`config.mk`:
```
export PLATFORM = sky130hd
export DESIGN_NAME = vm2002_change_dispenser
export DESIGN_NICKNAME = d
export VERILOG_FILES = /design/src/rtl/vm2002_pkg.sv /design/src/rtl/vm2002_coin_bank.sv /design/src/rtl/vm2002_change_dispenser.sv
export SDC_FILE = /design/constraint.sdc
export NUM_CORES = 1
export LEC_CHECK = 0
export ABC_AREA = 1
export CORE_UTILIZATION = 61
export DETAILED_ROUTE_END_ITERATION = 10
export GPL_TIMING_DRIVEN = 0
export PLACE_DENSITY = 0.85
export SYNTH_ARGS = -nofsm -noshare
export SYNTH_HDL_FRONTEND = slang
export SYNTH_SLANG_ARGS = --single-unit
export TNS_END_PERCENT = 1
```
`constraint.sdc`:
```
create_clock -name clk_i -period 4.2 [get_ports clk_i]
set_clock_uncertainty 0.05 [all_clocks]
set_input_delay 0.84 -clock clk_i [delete_from_list [all_inputs] [get_ports clk_i]]
set_output_delay 0.84 -clock clk_i [all_outputs]
set_load 0.005 [all_outputs]
```
`src/rtl/vm2002_pkg.sv`:
```
// vm2002_pkg: shared types and constants for the vm2002 change dispenser.
// Provides the coin encoding, the dispenser FSM states and the completion status codes,
// plus a helper that maps a coin to its value in cents.
package vm2002_pkg;

  typedef enum logic [1:0] {
    COIN_NONE    = 2'b00,
    COIN_NICKEL  = 2'b01,
    COIN_DIME    = 2'b10,
    COIN_QUARTER = 2'b11
  } coin_t;

  localparam logic [15:0] COIN_VAL_NICKEL  = 16'd5;
  localparam logic [15:0] COIN_VAL_DIME    = 16'd10;
  localparam logic [15:0] COIN_VAL_QUARTER = 16'd25;

  typedef enum logic [1:0] {
    ST_IDLE   = 2'b00,
    ST_SELECT = 2'b01,
    ST_ISSUE  = 2'b10,
    ST_FINISH = 2'b11
  } disp_state_t;

  typedef enum logic [1:0] {
    DS_OK      = 2'b00,
    DS_SHORT   = 2'b01,
    DS_TIMEOUT = 2'b10
  } disp_status_t;

  function automatic logic [15:0] coin_value(input coin_t c);
    logic [15:0] v;
    case (c)
      COIN_QUARTER: v = COIN_VAL_QUARTER;
      COIN_DIME:    v = COIN_VAL_DIME;
      COIN_NICKEL:  v = COIN_VAL_NICKEL;
      default:      v = 16'd0;
    endcase
    return v;
  endfunction

endpackage

```
`src/rtl/vm2002_coin_bank.sv`:
```
// vm2002_coin_bank: per-denomination coin inventory (quarters, dimes, nickels).
// Ports: clk_i/hrst_n_i; refill_en_i/refill_type_i/refill_count_i add coins saturating at MAX_COINS;
//        dec_en_i/dec_type_i remove one dispensed coin; q_cnt_o/d_cnt_o/n_cnt_o current counts.
module vm2002_coin_bank
  import vm2002_pkg::*;
#(
  parameter int CNT_W     = 8,
  parameter int MAX_COINS = 200
) (
  input  logic             clk_i,
  input  logic             hrst_n_i,
  input  logic             refill_en_i,
  input  coin_t            refill_type_i,
  input  logic [3:0]       refill_count_i,
  input  logic             dec_en_i,
  input  coin_t            dec_type_i,
  output logic [CNT_W-1:0] q_cnt_o,
  output logic [CNT_W-1:0] d_cnt_o,
  output logic [CNT_W-1:0] n_cnt_o
);

  localparam logic [CNT_W:0]   MAX_W = (CNT_W+1)'(MAX_COINS);
  localparam logic [CNT_W-1:0] ONE   = 1;

  logic [CNT_W-1:0] q_q, d_q, n_q;
  logic [CNT_W-1:0] q_d, d_d, n_d;

  // Sum is formed one bit wider so a near-full counter cannot wrap before clamping.
  function automatic logic [CNT_W-1:0] sat_add(input logic [CNT_W-1:0] cnt,
                                               input logic [3:0]       add);
    logic [CNT_W:0] sum;
    logic [CNT_W-1:0] res;
    sum = {1'b0, cnt} + {{(CNT_W-3){1'b0}}, add};
    if (sum > MAX_W) res = MAX_W[CNT_W-1:0];
    else             res = sum[CNT_W-1:0];
    return res;
  endfunction

  always_comb begin
    q_d = q_q;
    d_d = d_q;
    n_d = n_q;
    if (refill_en_i) begin
      case (refill_type_i)
        COIN_QUARTER: q_d = sat_add(q_q, refill_count_i);
        COIN_DIME:    d_d = sat_add(d_q, refill_count_i);
        COIN_NICKEL:  n_d = sat_add(n_q, refill_count_i);
        default:      ;
      endcase
    end
    // Refill and decrement never coincide (refill only in IDLE); zero guard is defensive.
    if (dec_en_i) begin
      case (dec_type_i)
        COIN_QUARTER: if (q_q != '0) q_d = q_q - ONE;
        COIN_DIME:    if (d_q != '0) d_d = d_q - ONE;
        COIN_NICKEL:  if (n_q != '0) n_d = n_q - ONE;
        default:      ;
      endcase
    end
  end

  always_ff @(posedge clk_i or negedge hrst_n_i) begin
    if (!hrst_n_i) begin
      q_q <= '0;
      d_q <= '0;
      n_q <= '0;
    end else begin
      q_q <= q_d;
      d_q <= d_d;
      n_q <= n_d;
    end
  end

  assign q_cnt_o = q_q;
  assign d_cnt_o = d_q;
  assign n_cnt_o = n_q;

endmodule

```
`src/rtl/vm2002_change_dispenser.sv`:
```
// vm2002_change_dispenser: pays a change balance out as quarters/dimes/nickels, one coin per hopper ack.
// Ports: clk_i/hrst_n_i (async)/srst_i (sync abort); bal_valid_i/balance_i/bal_ready_o request;
//        coin_valid_o/coin_type_o/coin_ack_i hopper; refill_*_i supplier; done_o/disp_status_o/residual_o result; q/d/n_cnt_o.
module vm2002_change_dispenser
  import vm2002_pkg::*;
#(
  parameter int CNT_W       = 8,
  parameter int MAX_COINS   = 200,
  parameter int ACK_TIMEOUT = 255
) (
  input  logic             clk_i,
  input  logic             hrst_n_i,
  input  logic             srst_i,
  input  logic             bal_valid_i,
  input  logic [15:0]      balance_i,
  output logic             bal_ready_o,
  output logic             coin_valid_o,
  output logic [1:0]       coin_type_o,
  input  logic             coin_ack_i,
  input  logic             refill_valid_i,
  input  logic [1:0]       refill_type_i,
  input  logic [3:0]       refill_count_i,
  output logic             done_o,
  output logic [1:0]       disp_status_o,
  output logic [15:0]      residual_o,
  output logic [CNT_W-1:0] q_cnt_o,
  output logic [CNT_W-1:0] d_cnt_o,
  output logic [CNT_W-1:0] n_cnt_o
);

  localparam logic [7:0] TMR_LAST = 8'(ACK_TIMEOUT - 1);

  disp_state_t  state_q, state_d;
  logic [15:0]  rem_q, rem_d;
  logic [7:0]   timer_q, timer_d;
  coin_t        sel_q, sel_d;
  logic         coin_vld_q, coin_vld_d;
  coin_t        coin_type_q, coin_type_d;
  disp_status_t fin_st_q, fin_st_d;
  logic         done_q, done_d;
  disp_status_t status_q, status_d;
  logic [15:0]  residual_q, residual_d;

  logic             refill_en, dec_en;
  logic [CNT_W-1:0] q_cnt, d_cnt, n_cnt;

  vm2002_coin_bank #(
    .CNT_W     (CNT_W),
    .MAX_COINS (MAX_COINS)
  ) u_bank (
    .clk_i          (clk_i),
    .hrst_n_i       (hrst_n_i),
    .refill_en_i    (refill_en),
    .refill_type_i  (coin_t'(refill_type_i)),
    .refill_count_i (refill_count_i),
    .dec_en_i       (dec_en),
    .dec_type_i     (sel_q),
    .q_cnt_o        (q_cnt),
    .d_cnt_o        (d_cnt),
    .n_cnt_o        (n_cnt)
  );

  always_comb begin
    state_d     = state_q;
    rem_d       = rem_q;
    timer_d     = timer_q;
    sel_d       = sel_q;
    coin_vld_d  = coin_vld_q;
    coin_type_d = coin_type_q;
    fin_st_d    = fin_st_q;
    done_d      = 1'b0;
    status_d    = status_q;
    residual_d  = residual_q;
    refill_en   = 1'b0;
    dec_en      = 1'b0;

    case (state_q)
      ST_IDLE: begin
        refill_en = refill_valid_i && (coin_t'(refill_type_i) != COIN_NONE);
        if (bal_valid_i) begin
          rem_d   = balance_i;
          timer_d = '0;
          state_d = ST_SELECT;
        end
      end

      ST_SELECT: begin
        timer_d = '0;
        if (rem_q >= COIN_VAL_QUARTER && q_cnt != '0) begin
          sel_d   = COIN_QUARTER;
          state_d = ST_ISSUE;
        end else if (rem_q >= COIN_VAL_DIME && d_cnt != '0) begin
          sel_d   = COIN_DIME;
          state_d = ST_ISSUE;
        end else if (rem_q >= COIN_VAL_NICKEL && n_cnt != '0) begin
          sel_d   = COIN_NICKEL;
          state_d = ST_ISSUE;
        end else begin
          fin_st_d = (rem_q == '0) ? DS_OK : DS_SHORT;
          state_d  = ST_FINISH;
        end
      end

      ST_ISSUE: begin
        // The hopper request is registered: it rises on the first ISSUE cycle edge,
        // and acks are only meaningful once it is visible.
        if (!coin_vld_q) begin
          coin_vld_d  = 1'b1;
          coin_type_d = sel_q;
        end else if (coin_ack_i) begin
          rem_d       = rem_q - coin_value(sel_q);
          dec_en      = 1'b1;
          coin_vld_d  = 1'b0;
          coin_type_d = COIN_NONE;
          timer_d     = '0;
          state_d     = ST_SELECT;
        end else if (timer_q == TMR_LAST) begin
          coin_vld_d  = 1'b0;
          coin_type_d = COIN_NONE;
          fin_st_d    = DS_TIMEOUT;
          state_d     = ST_FINISH;
        end else begin
          timer_d = timer_q + 8'd1;
        end
      end

      ST_FINISH: begin
        done_d     = 1'b1;
        status_d   = fin_st_q;
        residual_d = rem_q;
        state_d    = ST_IDLE;
      end

      default: state_d = ST_IDLE;
    endcase

    // Soft reset aborts the transaction but leaves inventory and last result alone.
    if (srst_i) begin
      state_d     = ST_IDLE;
      rem_d       = '0;
      timer_d     = '0;
      sel_d       = COIN_NONE;
      coin_vld_d  = 1'b0;
      coin_type_d = COIN_NONE;
      done_d      = 1'b0;
      refill_en   = 1'b0;
      dec_en      = 1'b0;
    end
  end

  always_ff @(posedge clk_i or negedge hrst_n_i) begin
    if (!hrst_n_i) begin
      state_q     <= ST_IDLE;
      rem_q       <= '0;
      timer_q     <= '0;
      sel_q       <= COIN_NONE;
      coin_vld_q  <= 1'b0;
      coin_type_q <= COIN_NONE;
      fin_st_q    <= DS_OK;
      done_q      <= 1'b0;
      status_q    <= DS_OK;
      residual_q  <= '0;
    end else begin
      state_q     <= state_d;
      rem_q       <= rem_d;
      timer_q     <= timer_d;
      sel_q       <= sel_d;
      coin_vld_q  <= coin_vld_d;
      coin_type_q <= coin_type_d;
      fin_st_q    <= fin_st_d;
      done_q      <= done_d;
      status_q    <= status_d;
      residual_q  <= residual_d;
    end
  end

  assign bal_ready_o   = (state_q == ST_IDLE);
  assign coin_valid_o  = coin_vld_q;
  assign coin_type_o   = coin_type_q;
  assign done_o        = done_q;
  assign disp_status_o = status_q;
  assign residual_o    = residual_q;
  assign q_cnt_o       = q_cnt;
  assign d_cnt_o       = d_cnt;
  assign n_cnt_o       = n_cnt;

endmodule

```
==> impl_metrics.py, run 1 <==
metrics = {
    "sta": {
        "hold_viol_final": 0,
        "worst_pin_slew_ns": 0.548,
        "hold_slack_ns": 0.256,
        "min_period_over_period_pct": 68.9,
        "setup_violations": 0,
        "min_period_ns": 2.89,
        "max_freq_mhz": 346,
        "drv_slew": 0,
        "slew-limit-headroom_pct": 63.5,
        "fin_setup_tns_ns": 0,
        "rsz0062_at_grt": "no",
    },
    "floorplan": {
        "dieWidth_um": 98.3,
        "num_io_pins": 75,
        "num_rows": 34,
        "initial_core_util_pct": 63.9,
        "dieArea_um2": 9660,
        "die_y_um": 98.3,
        "core_um2": 8850,
    },
    "clock_network": {
        "clk_transition_reported_paths_ns": 0.09,
        "cts_buffers": 9,
        "cts.htree.levels": 3,
        "cts_sinks": 76,
        "cts.repair.resized": 0,
        "cts_tree": "yes",
        "cts_root_buffer": "clkbuf_8",
        "cts_hold_buf": 0,
        "ctsLongestPathBuffers": 2,
        "post_cts_buffers": 0,
        "worstSkewPairLatency_ns": 0.36,
    },
    "place": {
        "gp_congestion": 0.952,
        "dp.cells": 1001,
        "io_buffers": 73,
        "hpwl_mm": 11.4,
    },
    "synth": {
        "synth_top_cell_area_share_pct": 33.6,
        "mappedNetlistArea_um2": 5660,
        "yosysWarnings": 0,
        "ys_seq_elements": 76,
        "synth_top_area_cell": "dfrtp_1",
        "synthFlopType": "dfrtp_1",
        "synthTopCellsByCount": "nand2_1 (184), inv_1 (114), nor2_1 (105)",
        "syn-num-nets": 881,
        "syn_area_per_cell_um2": 6.91,
        "async_flop_share_pct": 100,
        "synth_most_common_cell": "nand2_1",
        "synth-seq-area-share_pct": 33.6,
        "synthTopCellsByArea": "dfrtp_1 (34%), nand2_1 (12%), inv_1 (7.6%), nor2_1 (7.0%), ha_1 (6.6%)",
        "netlist_instances": 819,
        "yosysUniqueCellTypes": 39,
        "synth_edf_count": 0,
    },
    "layout": {
        "layout.nets": 966,
        "antennaDiodeCount": 0,
        "fin_cells": 1017,
        "fill_cells": 673,
        "area_growth_pct": 20.0,
        "layout-drive-gt1-share_pct": 6.49,
    },
    "route": {
        "vias": 5747,
        "drc": 3,
        "viasPerCell": 5.65,
        "finalWirelength_mm": 14.8,
        "firstDrtPassIters": 10,
        "wl_per_cell_um": 14.6,
        "dr.first_iter.drc_count": 520,
        "final_antenna_net_count": 0,
    },
    "global_route": {
        "grtUsageTotal_pct": 32.7,
        "antenna_found_initial": 0,
        "grt_max_degree": 68,
        "overflow": 0,
        "grt_pass1_wl_mm": 25.3,
        "grt_pass1_vias": 5467,
    },
    "setup_path": {
        "path_max_fanout": 3,
        "path_class": "in2reg",
        "cp.arrival_ns": 3.12,
        "cp-end-kind": "flop",
        "cpPeakStageDelay_ns": 0.48,
        "path_common_cell": "nand2_1",
        "worst_ep_required_time_ns": 4.42,
        "cp_cell_sequence": "clkdlybuf4s50_1 -> ha_1 -> fa_1 -> xnor2_1 -> nand2_1 -> nand3_1 -> nand2_1 -> inv_1 -> nand2_1 -> a21boi_1 -> nand2_1 -> a21oi_1",
        "start_kind": "input port",
        "crit_slowest_cell": "clkdlybuf4s50_1",
    },
    "power": {
        "power_density_nw_per_um2": 738,
        "p_leak_nw": 3.35,
        "irDropWorstVdd_mv": 0.519,
    },
    "job": {
        "maxCapViolCount": 0,
    },
    "outcome": {
        "violations": "DRC",
        "status": "complete, but fails checks",
    },
    "worst_hold_path": {
        "hp-class": "in2async",
    },
}
layer usage:
layer	GRT usage, %	vias up	wire [um]
met3	4.58	38	1070
met4	12.1	0	402
met1	43.6	2630	6370
li1	-	2838	-
met5	0	-	0
met2	54.4	241	6970
placed cells by master (no fill, tap or decap), types with 5 or more instances in the layout:
cell | Yosys | layout
a21oi_1 | 40 | 40
buf_2 | 9 | 9
clkbuf_1 | 7 | 7
clkbuf_8 | 0 | 9
clkdlybuf4s50_1 | 0 | 72
dfrtp_1 | 76 | 76
ha_1 | 30 | 30
inv_1 | 114 | 114
inv_2 | 7 | 7
nand2_1 | 184 | 184
nand3_1 | 69 | 69
nand3b_1 | 6 | 6
nand4_1 | 24 | 24
nor2_1 | 105 | 105
nor2_2 | 5 | 5
nor3_1 | 10 | 10
o211ai_1 | 6 | 6
o21ai_0 | 67 | 67
o22ai_1 | 5 | 5
xor2_1 | 13 | 13
power by group:
part	internal (mW)	total (mW)	switching, mW	leakage [nW]
sequential	1.01	1.34	0.329	0.968
combinational	1.23	2.98	1.75	2.27
clock	0.392	0.682	0.290	0.115
metrics by stage:
step	power, mW	utilization (%)	cell area, um^2	setup WS, ns
3_3_place_gp	4.16	73.7	6520	-0.500
2_1_floorplan	3.24	-	5660	1.80
6_report	5.00	76.7	6790	1.31
3_5_place_dp	4.27	74.0	6550	1.00
5_1_grt	5.45	76.7	6790	1.09
4_1_cts	4.97	76.7	6790	1.37
registers in the layout, indices dropped and copies added, names as in the netlist:
name and count:
u_bank.n_cnt_o 8, u_bank.d_cnt_o 8, disp_status_o 2, coin_valid_o 1, state_q 2, coin_type_o 2, u_bank.q_cnt_o 8, sel_q 2
rem_q 16, done_o 1, residual_o 16, timer_q 8, fin_st_q 2
cell type report:
class,count,area (um^2),area share (%)
multi-input combinational,600,3180,46.8
sequential,76,1900,28.0
timing repair buffer,74,756,11.1
inverter,123,464,6.84
tap,108,135,1.99
clock buffer,9,124,1.83
clock inverter,7,115,1.70
buffer,20,113,1.66
cell families after synthesis:
kind of cell | count (synthesis) | synth area share [%]
simple gates | 414 | 32.1
flops | 76 | 33.6
fa+ha+maj | 34 | 8.05
xor+xnor | 17 | 2.63
compound gates | 135 | 13.3
buf+inv | 143 | 10.2
worst max-delay path, delay by kind of cell:
family,cells,cell delay (ns)
fa+ha+maj,2,0.71
buf+inv,2,0.52
simple gates,5,0.39
compound gates,2,0.37
xor+xnor,1,0.29
worst paths after layout:
check	to	slack (ns)	cells after the start	start
worst max-delay path	u_bank.n_cnt_o[2]	1.31	12	refill_count_i[0]
worst min-delay path	u_bank.d_cnt_o[5]	0.26	1	hrst_n_i
worst max register to register	rem_q[10]	1.79	11	sel_q[0]
worst min register to register	residual_o[10]	0.44	2	residual_o[10]
max in group asynchronous	fin_st_q[0]	3.26	2	hrst_n_i
min in group clk_i	residual_o[10]	0.44	2	residual_o[10]
No activity file was read; power rests on OpenSTA's default activity.
==> run 2: changes to the inputs <==
--- a/config.mk
+++ b/config.mk
@@ -6,10 +6,10 @@
 export NUM_CORES = 1
 export LEC_CHECK = 0
 export ABC_AREA = 1
-export CORE_UTILIZATION = 61
+export CORE_UTILIZATION = 56
 export DETAILED_ROUTE_END_ITERATION = 10
 export GPL_TIMING_DRIVEN = 0
-export PLACE_DENSITY = 0.85
+export PLACE_DENSITY = 0.79
 export SYNTH_ARGS = -nofsm -noshare
 export SYNTH_HDL_FRONTEND = slang
 export SYNTH_SLANG_ARGS = --single-unit
==> constraint.sdc (replaced) <==
create_clock -name clk_i -period 2.9 [get_ports clk_i]
set_clock_uncertainty 0.05 [all_clocks]
set_input_delay 0.58 -clock clk_i [delete_from_list [all_inputs] [get_ports clk_i]]
set_output_delay 0.58 -clock clk_i [all_outputs]
set_load 0.005 [all_outputs]
==> run 2 against run 1 <==
  * Die area up 8.8%
  * Combinational power up 44%
  * Largest cell class unchanged
  * Utilization down 7.4 points
  * Largest power group unchanged
  * Sequential power up 43%
  * Via count down 2.1%
  * The run now ends clean
  * Register-to-register slack worse by 1.3 ns
  * Sequential share of layout area up 0.052 points
  * Non-clock buffer count unchanged
==> impl_metrics.py, run 2 (synthesis results as in run 1) <==
metrics = {
    "global_route": {
        "grtUsageTotal_pct": 29.4,
        "antenna_found_initial": 0,
        "grt_pass1_wl_mm": 24.0,
        "overflow": 0,
        "grt_max_degree": 40,
        "grt_pass1_vias": 5300,
    },
    "setup_path": {
        "worst_ep_required_time_ns": 3.14,
        "start_kind": "input port",
        "path_max_fanout": 7,
        "cp-end-kind": "flop",
        "cp.arrival_ns": 2.86,
        "rr_startpoint": "sel_q[0]",
        "path_class": "in2reg",
        "cp_cell_sequence": "clkdlybuf4s50_1 -> ha_1 -> fa_1 -> nand3_1 -> nand2_1 -> nand4_1 -> nor2_1 -> nor2_1 -> nand3_1 -> a21oi_1",
        "crit_slowest_cell": "clkdlybuf4s50_1",
        "critPathLaunch": "refill_count_i[0]",
        "cpPeakStageDelay_ns": 0.50,
    },
    "sta": {
        "max_freq_mhz": 383,
        "setup_violations": 0,
        "min_period_over_period_pct": 90.1,
        "hold_viol_final": 0,
        "min_period_ns": 2.61,
        "rsz0062_at_grt": "no",
        "slew-limit-headroom_pct": 60.7,
        "drv_slew": 0,
        "worst_pin_slew_ns": 0.590,
    },
    "power": {
        "power_density_nw_per_um2": 1040,
        "switching_share_pct": 47.7,
        "combPwrFrac_pct": 60.8,
        "p_clk_share_pct": 11.9,
        "p_leak_nw": 3.34,
        "total_power_mw": 7.04,
        "p_seq_share_pct": 27.3,
        "irDropWorstVdd_mv": 0.607,
        "p_sw_mw": 3.36,
        "cell_internal_pwr_mw": 3.69,
    },
    "floorplan": {
        "num_rows": 36,
        "initial_core_util_pct": 57.9,
        "dieWidth_um": 102,
        "die_y_um": 102,
        "core_um2": 9770,
        "dieArea_um2": 10500,
        "num_io_pins": 75,
    },
    "route": {
        "wl_per_cell_um": 13.9,
        "vias": 5626,
        "viasPerCell": 5.40,
        "drc": 0,
        "finalWirelength_mm": 14.5,
        "dr.first_iter.drc_count": 241,
        "final_antenna_net_count": 0,
        "firstDrtPassIters": 5,
    },
    "clock_network": {
        "cts.htree.levels": 3,
        "post_cts_buffers": 0,
        "ctsLongestPathBuffers": 2,
        "cts_hold_buf": 0,
        "cts.repair.resized": 0,
        "cts_root_buffer": "clkbuf_8",
        "clk_transition_reported_paths_ns": 0.08,
        "worstSkewPairLatency_ns": 0.36,
        "cts_tree": "yes",
        "cts_buffers": 9,
        "cts_sinks": 76,
    },
    "layout": {
        "antennaDiodeCount": 0,
        "layout-drive-gt1-share_pct": 6.38,
        "final_area_um2": 6770,
        "layout.nets": 966,
        "layout_common_cells": "nand2_1 (184), inv_1 (114), nor2_1 (105)",
        "final_common_cell": "nand2_1",
        "area_growth_pct": 19.8,
    },
    "place": {
        "placed_area_um2": 6570,
        "hpwl_mm": 11.3,
        "io_buffers": 73,
        "gp_congestion": 0.908,
    },
    "job": {
        "maxCapViolCount": 0,
    },
    "worst_hold_path": {
        "hp-class": "in2async",
    },
    "outcome": {
        "status": "complete, no violations",
    },
}
## run 2: cell count changes in the layout (fill, tap and decap cells not counted)
cell        change
clkinvlp_4      -1
clkbuf_1        +1
buf_12          +1
buf_16          -1
bufinv_16       -2
clkbuf_8        +2
## run 2: layout make-up
class                   instances  area (um^2)
repair buffers                 74          748
inverters                     123          464
fillers                       881         3000
multi-input cells             600         3180
flip-flops and latches         76         1900
clock buffers                  12          155
well taps                     133          166
clock inverters                 4         47.5
plain buffers                  20          113
## run 2: worst max-delay path, delay by kind of cell
family	cells	cell delay (ns)
compound gates	1	0.16
fa+ha+maj	2	0.67
buf+inv	1	0.50
simple gates	6	0.94
## run 2: path summary, 6_finish.rpt
check,end,slack (ns),cells after the start
max reg2reg,rem_q[11],0.49,14
max,u_bank.d_cnt_o[1],0.29,10
min reg2reg,disp_status_o[0],0.43,2
min,u_bank.d_cnt_o[5],0.13,1
max in group asynchronous,u_bank.q_cnt_o[6],2.09,2
min in group clk_i,done_o,0.37,2
## run 2: power by group through the flow
| stage | registers (mW) | logic [mW] | clock network [mW] |
|---|---|---|---|
| after floorplan | 1.84 | 2.85 | 0 |
| after global placement | 1.91 | 4.10 | 0 |
| after detailed placement | 1.93 | 4.23 | 0 |
| after CTS | 1.91 | 4.26 | 0.849 |
| after global routing | 1.97 | 4.88 | 0.892 |
| final | 1.92 | 4.28 | 0.841 |
## run 2: routing by layer
metal,global-route usage [%],wire length [um]
met4,11.8,366
met1,39.2,6590
met5,0,0
met3,3.93,719
met2,48.5,6820
## run 2: per-stage QoR
stage,cells,hold slack [ns],setup slack (ns),TNS [ns],utilization (%)
detailed placement,1026,0.417,-0.0706,-0.162,67.2
CTS,1042,0.146,0.304,0,69.3
finish,1042,0.128,0.288,0,69.3
global placement,1025,0.413,-1.50,-113.78,67.0
floorplan,819,0.234,0.762,0,-
global route,1042,0.170,0.160,0,69.3
